==> config.mk <==
export PLATFORM = sky130hd
export DESIGN_NAME = lsu_wb_flat
export DESIGN_NICKNAME = d
export VERILOG_FILES = /design/src/rtl/lsu_wb_if.sv /design/src/rtl/lsu_wb.sv /design/src/flat_wrapper.sv
export SDC_FILE = /design/constraint.sdc
export NUM_CORES = 1
export LEC_CHECK = 0
export ABC_AREA = 1
export CAP_MARGIN = 30
export CORE_MARGIN = 3
export CORE_UTILIZATION = 30
export CTS_BUF_LIST = sky130_fd_sc_hd__clkbuf_8
export DETAILED_ROUTE_END_ITERATION = 6
export MAX_ROUTING_LAYER = met4
export PLACE_DENSITY = 0.58
export SYNTH_ARGS = -nofsm -noshare
export SYNTH_HDL_FRONTEND = slang
export SYNTH_SLANG_ARGS = --single-unit
==> constraint.sdc <==
create_clock -name clk -period 2.3 [get_ports clk]
set_input_delay 0.46 -clock clk [delete_from_list [all_inputs] [get_ports clk]]
set_output_delay 0.46 -clock clk [all_outputs]
set_load 0.02 [all_outputs]
==> src/rtl/lsu_wb_if.sv <==
// Request, data-memory bus and register-file write signals of the lsu_wb load/store unit.
// The master modport is the LSU side; the slave modport is the execute/memory/register-file side.
interface lsu_wb_if;
   logic        req_valid;
   logic        req_ready;
   logic        req_store;
   logic [2:0]  req_funct3;
   logic [31:0] req_addr;
   logic [31:0] req_wdata;
   logic [4:0]  req_rd;
   logic        mem_req;
   logic        mem_we;
   logic [3:0]  mem_be;
   logic [31:0] mem_addr;
   logic [31:0] mem_wdata;
   logic        mem_ack;
   logic [31:0] mem_rdata;
   logic        rf_we;
   logic [4:0]  rf_a3;
   logic [31:0] rf_wd3;
   logic        done;
   logic        err;
   logic [1:0]  err_cause;

   modport master (
      input  req_valid, req_store, req_funct3, req_addr, req_wdata, req_rd, mem_ack, mem_rdata,
      output req_ready, mem_req, mem_we, mem_be, mem_addr, mem_wdata,
             rf_we, rf_a3, rf_wd3, done, err, err_cause
   );

   modport slave (
      output req_valid, req_store, req_funct3, req_addr, req_wdata, req_rd, mem_ack, mem_rdata,
      input  req_ready, mem_req, mem_we, mem_be, mem_addr, mem_wdata,
             rf_we, rf_a3, rf_wd3, done, err, err_cause
   );
endinterface

==> src/rtl/lsu_wb.sv <==
// Non-pipelined RV32I load/store unit feeding the register-file write port.
// Optional ACCESS timeout is enabled by defining LSU_TIMEOUT_EN.
module lsu_wb #(
   parameter int unsigned TIMEOUT_CYCLES = 32'd255
) (
   input logic       clk,
   input logic       rst_n,
   lsu_wb_if.master  bus
);
   typedef enum logic [1:0] {S_IDLE = 2'd0, S_ACCESS = 2'd1, S_WB = 2'd2} state_e;

   state_e      state_q, state_d;
   logic        mem_req_q, mem_req_d, mem_we_q, mem_we_d;
   logic [3:0]  mem_be_q, mem_be_d;
   logic [31:0] mem_addr_q, mem_addr_d, mem_wdata_q, mem_wdata_d;
   logic        rf_we_q, rf_we_d;
   logic [4:0]  rf_a3_q, rf_a3_d, rd_q, rd_d;
   logic [31:0] rf_wd3_q, rf_wd3_d;
   logic        done_q, done_d, err_q, err_d, store_q, store_d;
   logic [1:0]  err_cause_q, err_cause_d, off_q, off_d;
   logic [2:0]  funct3_q, funct3_d;
   logic        accept_s, illegal_s, misal_s, timeout_s;

   function automatic logic f3_legal(input logic st, input logic [2:0] f3);
      case (f3)
         3'b000, 3'b001, 3'b010: return 1'b1;
         3'b100, 3'b101:         return ~st;
         default:                return 1'b0;
      endcase
   endfunction

   function automatic logic misaligned(input logic [2:0] f3, input logic [1:0] off);
      case (f3[1:0])
         2'b01:   return off[0];
         2'b10:   return off != 2'b00;
         default: return 1'b0;
      endcase
   endfunction

   function automatic logic [3:0] store_be(input logic st, input logic [2:0] f3, input logic [1:0] off);
      if (!st) return 4'b1111;
      case (f3[1:0])
         2'b00:   return 4'b0001 << off;
         2'b01:   return off[1] ? 4'b1100 : 4'b0011;
         default: return 4'b1111;
      endcase
   endfunction

   function automatic logic [31:0] store_data(input logic [2:0] f3, input logic [31:0] wd);
      case (f3[1:0])
         2'b00:   return {4{wd[7:0]}};
         2'b01:   return {2{wd[15:0]}};
         default: return wd;
      endcase
   endfunction

   function automatic logic [31:0] load_extract(input logic [2:0] f3, input logic [1:0] off,
                                                input logic [31:0] rd_word);
      logic [7:0]  b;
      logic [15:0] h;
      b = rd_word[{off, 3'b000} +: 8];
      h = rd_word[{off[1], 4'b0000} +: 16];
      case (f3)
         3'b000:  return {{24{b[7]}}, b};
         3'b001:  return {{16{h[15]}}, h};
         3'b100:  return {24'h00_0000, b};
         3'b101:  return {16'h0000, h};
         default: return rd_word;
      endcase
   endfunction

   assign accept_s  = bus.req_valid & (state_q == S_IDLE);
   assign illegal_s = ~f3_legal(bus.req_store, bus.req_funct3);
   assign misal_s   = misaligned(bus.req_funct3, bus.req_addr[1:0]);

`ifdef LSU_TIMEOUT_EN
   localparam int unsigned CNT_W = (TIMEOUT_CYCLES > 32'd1) ? $clog2(TIMEOUT_CYCLES) : 32'd1;
   logic [CNT_W-1:0] cnt_q, cnt_d;

   assign timeout_s = (state_q == S_ACCESS) & ~bus.mem_ack &
                      (cnt_q == CNT_W'(TIMEOUT_CYCLES - 32'd1));

   // ACCESS wait counter, cleared whenever ACCESS is (re)entered
   always_comb begin
      cnt_d = cnt_q;
      if (accept_s) begin
         cnt_d = '0;
      end else if (state_q == S_ACCESS) begin
         cnt_d = cnt_q + CNT_W'(1);
      end else begin
         cnt_d = cnt_q;
      end
   end

   // Timeout counter register
   always_ff @(posedge clk) begin
      if (!rst_n) cnt_q <= '0;
      else        cnt_q <= cnt_d;
   end
`else
   assign timeout_s = 1'b0;
`endif

   // State and registered output / request-context flops
   always_ff @(posedge clk) begin
      if (!rst_n) begin
         state_q     <= S_IDLE;
         mem_req_q   <= 1'b0;
         mem_we_q    <= 1'b0;
         mem_be_q    <= 4'b0000;
         mem_addr_q  <= 32'h0000_0000;
         mem_wdata_q <= 32'h0000_0000;
         rf_we_q     <= 1'b0;
         rf_a3_q     <= 5'd0;
         rf_wd3_q    <= 32'h0000_0000;
         done_q      <= 1'b0;
         err_q       <= 1'b0;
         err_cause_q <= 2'b00;
         store_q     <= 1'b0;
         funct3_q    <= 3'b000;
         off_q       <= 2'b00;
         rd_q        <= 5'd0;
      end else begin
         state_q     <= state_d;
         mem_req_q   <= mem_req_d;
         mem_we_q    <= mem_we_d;
         mem_be_q    <= mem_be_d;
         mem_addr_q  <= mem_addr_d;
         mem_wdata_q <= mem_wdata_d;
         rf_we_q     <= rf_we_d;
         rf_a3_q     <= rf_a3_d;
         rf_wd3_q    <= rf_wd3_d;
         done_q      <= done_d;
         err_q       <= err_d;
         err_cause_q <= err_cause_d;
         store_q     <= store_d;
         funct3_q    <= funct3_d;
         off_q       <= off_d;
         rd_q        <= rd_d;
      end
   end

   // Next-state logic
   always_comb begin
      state_d = state_q;
      case (state_q)
         S_IDLE: begin
            if (accept_s && !illegal_s && !misal_s) state_d = S_ACCESS;
            else                                    state_d = S_IDLE;
         end
         S_ACCESS: begin
            if (bus.mem_ack)    state_d = store_q ? S_IDLE : S_WB;
            else if (timeout_s) state_d = S_IDLE;
            else                state_d = S_ACCESS;
         end
         S_WB:    state_d = S_IDLE;
         default: state_d = S_IDLE;
      endcase
   end

   // Next values of the registered outputs; pulses default low
   always_comb begin
      mem_req_d   = mem_req_q;
      mem_we_d    = mem_we_q;
      mem_be_d    = mem_be_q;
      mem_addr_d  = mem_addr_q;
      mem_wdata_d = mem_wdata_q;
      rf_we_d     = 1'b0;
      rf_a3_d     = rf_a3_q;
      rf_wd3_d    = rf_wd3_q;
      done_d      = 1'b0;
      err_d       = 1'b0;
      err_cause_d = 2'b00;
      store_d     = store_q;
      funct3_d    = funct3_q;
      off_d       = off_q;
      rd_d        = rd_q;
      case (state_q)
         S_IDLE: begin
            if (accept_s) begin
               store_d  = bus.req_store;
               funct3_d = bus.req_funct3;
               off_d    = bus.req_addr[1:0];
               rd_d     = bus.req_rd;
               if (illegal_s || misal_s) begin
                  err_d       = 1'b1;
                  done_d      = 1'b1;
                  err_cause_d = illegal_s ? 2'b10 : 2'b01;
               end else begin
                  mem_req_d   = 1'b1;
                  mem_we_d    = bus.req_store;
                  mem_be_d    = store_be(bus.req_store, bus.req_funct3, bus.req_addr[1:0]);
                  mem_addr_d  = {bus.req_addr[31:2], 2'b00};
                  mem_wdata_d = store_data(bus.req_funct3, bus.req_wdata);
               end
            end else begin
               mem_req_d = 1'b0;
            end
         end
         S_ACCESS: begin
            if (bus.mem_ack) begin
               mem_req_d = 1'b0;
               mem_we_d  = 1'b0;
               done_d    = 1'b1;
               if (!store_q) begin
                  rf_we_d  = (rd_q != 5'd0);
                  rf_a3_d  = rd_q;
                  rf_wd3_d = load_extract(funct3_q, off_q, bus.mem_rdata);
               end else begin
                  rf_we_d  = 1'b0;
               end
            end else if (timeout_s) begin
               mem_req_d   = 1'b0;
               mem_we_d    = 1'b0;
               done_d      = 1'b1;
               err_d       = 1'b1;
               err_cause_d = 2'b11;
            end else begin
               mem_req_d = 1'b1;
            end
         end
         S_WB:    mem_req_d = 1'b0;
         default: mem_req_d = 1'b0;
      endcase
   end

   assign bus.req_ready = (state_q == S_IDLE);
   assign bus.mem_req   = mem_req_q;
   assign bus.mem_we    = mem_we_q;
   assign bus.mem_be    = mem_be_q;
   assign bus.mem_addr  = mem_addr_q;
   assign bus.mem_wdata = mem_wdata_q;
   assign bus.rf_we     = rf_we_q;
   assign bus.rf_a3     = rf_a3_q;
   assign bus.rf_wd3    = rf_wd3_q;
   assign bus.done      = done_q;
   assign bus.err       = err_q;
   assign bus.err_cause = err_cause_q;
endmodule
==> src/flat_wrapper.sv <==
// flat-port wrapper written by rule: the top's interface ports become plain ports
module lsu_wb_flat 
#(
   parameter int unsigned TIMEOUT_CYCLES = 32'd255
)
  (clk, rst_n, bus_req_valid, bus_req_store, bus_req_funct3, bus_req_addr, bus_req_wdata, bus_req_rd, bus_mem_ack, bus_mem_rdata, bus_req_ready, bus_mem_req, bus_mem_we, bus_mem_be, bus_mem_addr, bus_mem_wdata, bus_rf_we, bus_rf_a3, bus_rf_wd3, bus_done, bus_err, bus_err_cause);
  lsu_wb_if bus_i ();
  input logic clk;
  input logic rst_n;
  input wire logic [$bits(bus_i.req_valid)-1:0] bus_req_valid;
  input wire logic [$bits(bus_i.req_store)-1:0] bus_req_store;
  input wire logic [$bits(bus_i.req_funct3)-1:0] bus_req_funct3;
  input wire logic [$bits(bus_i.req_addr)-1:0] bus_req_addr;
  input wire logic [$bits(bus_i.req_wdata)-1:0] bus_req_wdata;
  input wire logic [$bits(bus_i.req_rd)-1:0] bus_req_rd;
  input wire logic [$bits(bus_i.mem_ack)-1:0] bus_mem_ack;
  input wire logic [$bits(bus_i.mem_rdata)-1:0] bus_mem_rdata;
  output wire logic [$bits(bus_i.req_ready)-1:0] bus_req_ready;
  output wire logic [$bits(bus_i.mem_req)-1:0] bus_mem_req;
  output wire logic [$bits(bus_i.mem_we)-1:0] bus_mem_we;
  output wire logic [$bits(bus_i.mem_be)-1:0] bus_mem_be;
  output wire logic [$bits(bus_i.mem_addr)-1:0] bus_mem_addr;
  output wire logic [$bits(bus_i.mem_wdata)-1:0] bus_mem_wdata;
  output wire logic [$bits(bus_i.rf_we)-1:0] bus_rf_we;
  output wire logic [$bits(bus_i.rf_a3)-1:0] bus_rf_a3;
  output wire logic [$bits(bus_i.rf_wd3)-1:0] bus_rf_wd3;
  output wire logic [$bits(bus_i.done)-1:0] bus_done;
  output wire logic [$bits(bus_i.err)-1:0] bus_err;
  output wire logic [$bits(bus_i.err_cause)-1:0] bus_err_cause;
  assign bus_i.req_valid = bus_req_valid;
  assign bus_i.req_store = bus_req_store;
  assign bus_i.req_funct3 = bus_req_funct3;
  assign bus_i.req_addr = bus_req_addr;
  assign bus_i.req_wdata = bus_req_wdata;
  assign bus_i.req_rd = bus_req_rd;
  assign bus_i.mem_ack = bus_mem_ack;
  assign bus_i.mem_rdata = bus_mem_rdata;
  assign bus_req_ready = bus_i.req_ready;
  assign bus_mem_req = bus_i.mem_req;
  assign bus_mem_we = bus_i.mem_we;
  assign bus_mem_be = bus_i.mem_be;
  assign bus_mem_addr = bus_i.mem_addr;
  assign bus_mem_wdata = bus_i.mem_wdata;
  assign bus_rf_we = bus_i.rf_we;
  assign bus_rf_a3 = bus_i.rf_a3;
  assign bus_rf_wd3 = bus_i.rf_wd3;
  assign bus_done = bus_i.done;
  assign bus_err = bus_i.err;
  assign bus_err_cause = bus_i.err_cause;
  lsu_wb #(.TIMEOUT_CYCLES(TIMEOUT_CYCLES)) u_core (.clk(clk), .rst_n(rst_n), .bus(bus_i));
endmodule
# [After elaboration in Yosys (flattened, before gate mapping)]
# Cells that the tools add are included.
[classes] shift=3 bitwise=8 reduce_logical=20 mux=29 eq_ne=14
[ops] operator="$pmux 32 s4" n=1
[ops] operator="$pmux 32 s2" n=1
[ops] operator="$shiftx 32x6->16" n=1
[ops] operator="$shiftx 32x6->8" n=1
[ops] operator="$mux 1" n=14
[ops] operator="$eq 3x3->1 const B" n=4
[ops] operator="$mux 4" n=3
[ops] operator="$pmux 1 s2" n=5
[ops] operator="$pmux 4 s2" n=1
[ops] operator="$reduce_and 4->1" n=2
[ops] operator="$not 1->1" n=7
[ops] operator="$eq 3x1->1 const B" n=2
[ops] operator="$logic_not 3->1" n=2
[ops] operator="$mux 2" n=3
[ops] operator="$reduce_and 3->1" n=2
[ops] operator="$reduce_bool 5->1" n=1
[ops] operator="$eq 2x1->1 const B" n=2
[ops] operator="$logic_not 2->1" n=2
[ops] operator="$ne 2x2->1 const B" n=2
[ops] operator="$pmux 2 s2" n=1
[ops] operator="$reduce_and 2->1" n=2
[ops] operator="$reduce_bool 2->1" n=2
[ops] operator="$reduce_or 4->1" n=1
[ops] operator="$shl 1x2->4 const A" n=1
[ops] operator="other kinds (10)" n=11
[totals] input_bits=109 regBits=123

# [Depth between registers and ports, before layout]
[depth] depth_word=9 mapped_depth=12

# [Worst setup path before layout]
# No wires, ideal clock.
[synth_timing] path_type="input to register" from="input port bus_req_funct3[1]" to="register u_core.mem_addr_q[20] (netlist: u_core.bus.mem_addr[20])" cell_stages=12 n_path_buf=3 required_ps=2187 arrival_time_ps=1654 path_slack_ps=533 path_cell_list="inv_1 ha_1 buf_6 inv_2 o21bai_4 nand3_4 nand2_1 nor2_2 buf_6 buf_6 nor2_1 nor2_1"
[synth_via] elab_chain_cells=7 elab_cells_between_ends=15 classes_between="6 x eq/ne; 2 x mux; 2 x bitwise; 5 x reduce/logical"
[synth_lines] item="from (decl)" line="flat_wrapper.sv:12" rtl="input wire logic [$bits(bus_i.req_funct3)-1:0] bus_req_funct3;"
[synth_lines] item="$eq 3x1->1 (tied with other cells)" line="lsu_wb.sv:25" rtl="case (f3)"
[synth_lines] item="$reduce_or 3->1 or $reduce_or 2->1 (tied branches)" line="lsu_wb.sv:25"
[synth_lines] item="$pmux 1 s2" line="lsu_wb.sv:25"
[synth_lines] item="$not 1->1" line="lsu_wb.sv:73" rtl="assign illegal_s = ~f3_legal(bus.req_store, bus.req_funct3);"
[synth_lines] item="$logic_or 1x1->1 *" line="lsu_wb.sv:185" rtl="if (illegal_s || misal_s) begin"
[synth_lines] item="$not 1->1 (no line) *"
[synth_lines] item="$reduce_and 3->1 (no line) *"
[synth_lines] item="to (signal assigned)" line="lsu_wb.sv:128" rtl="mem_addr_q <= mem_addr_d;"
[synth_lines] item="to (decl)" line="lsu_wb.sv:15" rtl="logic [31:0] mem_addr_q, mem_addr_d, mem_wdata_q, mem_wdata_d;"
# Every way passes the cells marked *; elsewhere a longest branch is shown, timed or not.
# A chain may end at the register's enable or synchronous reset.

# [Worst setup path after layout]
[layout_timing] from="register u_core.state_q[1]" to="output port bus_req_ready"
[layout_via] elab_chain_cells=1
[layout_lines] item="from (decl)" line="lsu_wb.sv:12" rtl="state_e state_q, state_d;"
[layout_lines] item="from (signal assigned)" line="lsu_wb.sv:124" rtl="state_q <= state_d;"
[layout_lines] item="$logic_not 2->1" line="lsu_wb.sv:227" rtl="assign bus.req_ready = (state_q == S_IDLE);"
[layout_lines] item="to (decl)" line="flat_wrapper.sv:18" rtl="output wire logic [$bits(bus_i.req_ready)-1:0] bus_req_ready;"
# No other way between the ends.

==> reports/metrics.cfg <==
[finish]
final_common_cell = clkdlybuf4s50_1
final_cells = 1376
synthToLayoutAreaGrowth_pct = 48.3
finalInstanceArea_sq_um = 8730
drive_above_1_share_pct = 5.47
layout.nets = 1216
diodes = 0
layout_common_cells = clkdlybuf4s50_1, nor2_1, nand2_1, dfxtp_1, inv_1

[global_route]
grt_pass1_vias = 5787
grt.busiest_layer = met2
use_met3_pct = 4.90
grt_max_degree = 100
globalRouteOverflowTotal = 0
grt_pass1_wl_mm = 30.8
grt_antenna_before_repair = 0
use_met1_pct = 24.2
grt_usage_pct = 18.3
met2_usage_pct = 27.1

[clock_tree]
cts.sinks = 123
hold_buffers = 0
postCtsSetupRepairBufs = 0
cts.clk_slew.worst_paths_ps = 70
root_buffer = clkbuf_8
clock_path_buffers = 2
cts_made_buffers = 17
cts_tree = built
post_cts_resized = 0
clk_latency_ps = 430
h-tree-depth = 4

[pwr]
power_frac_comb_pct = 23.6
p_int_mw = 4.05
power_density_nw_per_um2 = 657
vdd_drop_max_v = 0.000331
swShare_pct = 29.3
seq_power_share_pct = 41.0
p_total_mw = 5.73
p_leak_nw = 3.90
switchingPower_mw = 1.68
p_clk_share_pct = 35.4

[timing]
timing.fmax_mhz = 490
tightest_slew_ps = 744
report.final.slew_viol_count = 0
period_needed_ps = 2040
rsz0062_at_grt = no
hold_slack_ps = 479
fin_tns_setup_ps = 0
hold_viol_final = 0
setup_violations = 0
slew-limit-headroom_pct = 50.3
fin_crit_sh_pct = 88.7
skew_ps = 8.92

[setup_path]
cp_max_fo = 3
r2r_cells = 7
required_ps = 1840
regToRegStartpoint = u_core.funct3_q[0]
r2r-end = u_core.bus.rf_wd3[6]
reg2reg_slack_ps = 430
crit_path_end_kind = output pin
critPathKind = flop to output pin
worstPathArrival_ps = 1580
critPathLaunch = u_core.state_q[1]
worstSetupStartpointType = flop

[logic_synthesis]
yosys-top-cells-area = dfxtp_1, nor2_1, nand2_1
syn_area_per_cell_sq_um = 6.50
synth_cell_types = 26
synth_top_area_share_pct = 41.8
yosysWarnings = 0
synth_top_cell_by_area = dfxtp_1
synth_area_sq_um = 5880
ys_seq_area_share_pct = 41.8
yosys_register_bits = 123
synthCells = 905

[die]
core_sq_um = 19000
num_io_pins = 222
initial_core_util_pct = 31.0
die_w_microns = 146
die-height_microns = 146
rows = 50
dieArea_sq_um = 21300

[placed_design]
io_buffers = 219
gp_congestion = 0.813
place_hpwl_mm = 13.7
dpl_cell_area_sq_um = 8320
dp.cells = 1345

[routing]
wirelength_mm = 19.2
drt_iter0_markers = 348
vias = 6111
ant_nets = 0
wire_per_inst_microns = 14.0
drc = 0
routed_via_density = 4.44
dr.pass1.iters = 5

[hold_path]
whs_path_depth = 2
min_to = u_core.bus.mem_addr[10]
hold_path.class = flop to flop
min-delay-start = u_core.bus.mem_addr[10]

[status]
status = finished clean

[flow_run]
cap_violations = 0

layout make-up:
cell class | instances | area [sq um]
inverter | 102 | 383
timing repair buffer | 239 | 2420
fill | 1970 | 10200
clock buffer | 21 | 289
clock inverter | 10 | 124
tap | 260 | 325
sequential | 123 | 2460
multi-input combinational | 621 | 2720
worst max-delay path: stages (launching register included):
cell	delay (ps)
dfxtp_1	330
nor2_1	150
clkdlybuf4s50_1	670
flip-flops by register name (all words and copies together), names as in the netlist:
signal / cells
u_core.bus.mem_be: 4
u_core.bus.mem_addr: 30
u_core.bus.done: 1
u_core.off_q: 2
u_core.bus.err_cause: 2
u_core.bus.err: 1
u_core.bus.rf_wd3: 32
u_core.rd_q: 5
u_core.bus.mem_req: 1
u_core.bus.mem_we: 1
u_core.bus.rf_a3: 5
u_core.funct3_q: 3
u_core.state_q: 2
u_core.store_q: 1
u_core.bus.rf_we: 1
u_core.bus.mem_wdata: 32
synthesized netlist by cell type, drive strengths merged:
library cell,instances
nor2,199
nand2,179
dfxtp,123
inv,102
o21ai,91
nand3,71
a21oi,67
buf,33
clkbuf,27
ha,3
nor3,3
and2,2
a21boi,1
a31oi,1
conb,1
o21bai,1
o31ai,1
worst max-delay path by stage:
| stage | slack (ps) | to |
|---|---|---|
| 6_report | 260 | bus_req_ready |
| 5_1_grt | 180 | bus_req_ready |
| 4_1_cts | 240 | bus_req_ready |
| 3_5_place_dp | -20 | u_core.bus.err_cause[0] |
| 3_3_place_gp | 20 | u_core.bus.err_cause[0] |
| 2_1_floorplan | 530 | u_core.bus.mem_addr[20] |
per-layer routing:
metal	share of wire, %	vias to the layer above
met5	0	-
met4	2.1	0
met3	6.2	26
met2	44	193
met1	48	2673
li1	-	3219
per-stage QoR:
step	setup slack, ps	utilization (%)
floorplan	533	-
global placement	19.1	43.9
detailed placement	-25.0	43.9
CTS	236	46.0
global route	178	46.0
finish	259	46.0
cell families after synthesis:
family                     synth area share [%]
other                                    0.0637
adders and majority gates                 0.638
DFF                                        41.8
buffers and inverters                      12.1
AOI/OAI and AO/OA                          14.2
and+or+nand+nor                            31.2
power groups by stage:
stage	logic, mW	registers, mW	clock network (mW)
after global placement	1.36	2.40	0
after global routing	1.49	2.37	2.18
after floorplan	0.599	2.54	0
after detailed placement	1.36	2.40	0
final	1.35	2.35	2.03
after CTS	1.36	2.35	2.09
Note: power is estimated with default switching activity, not from simulation.
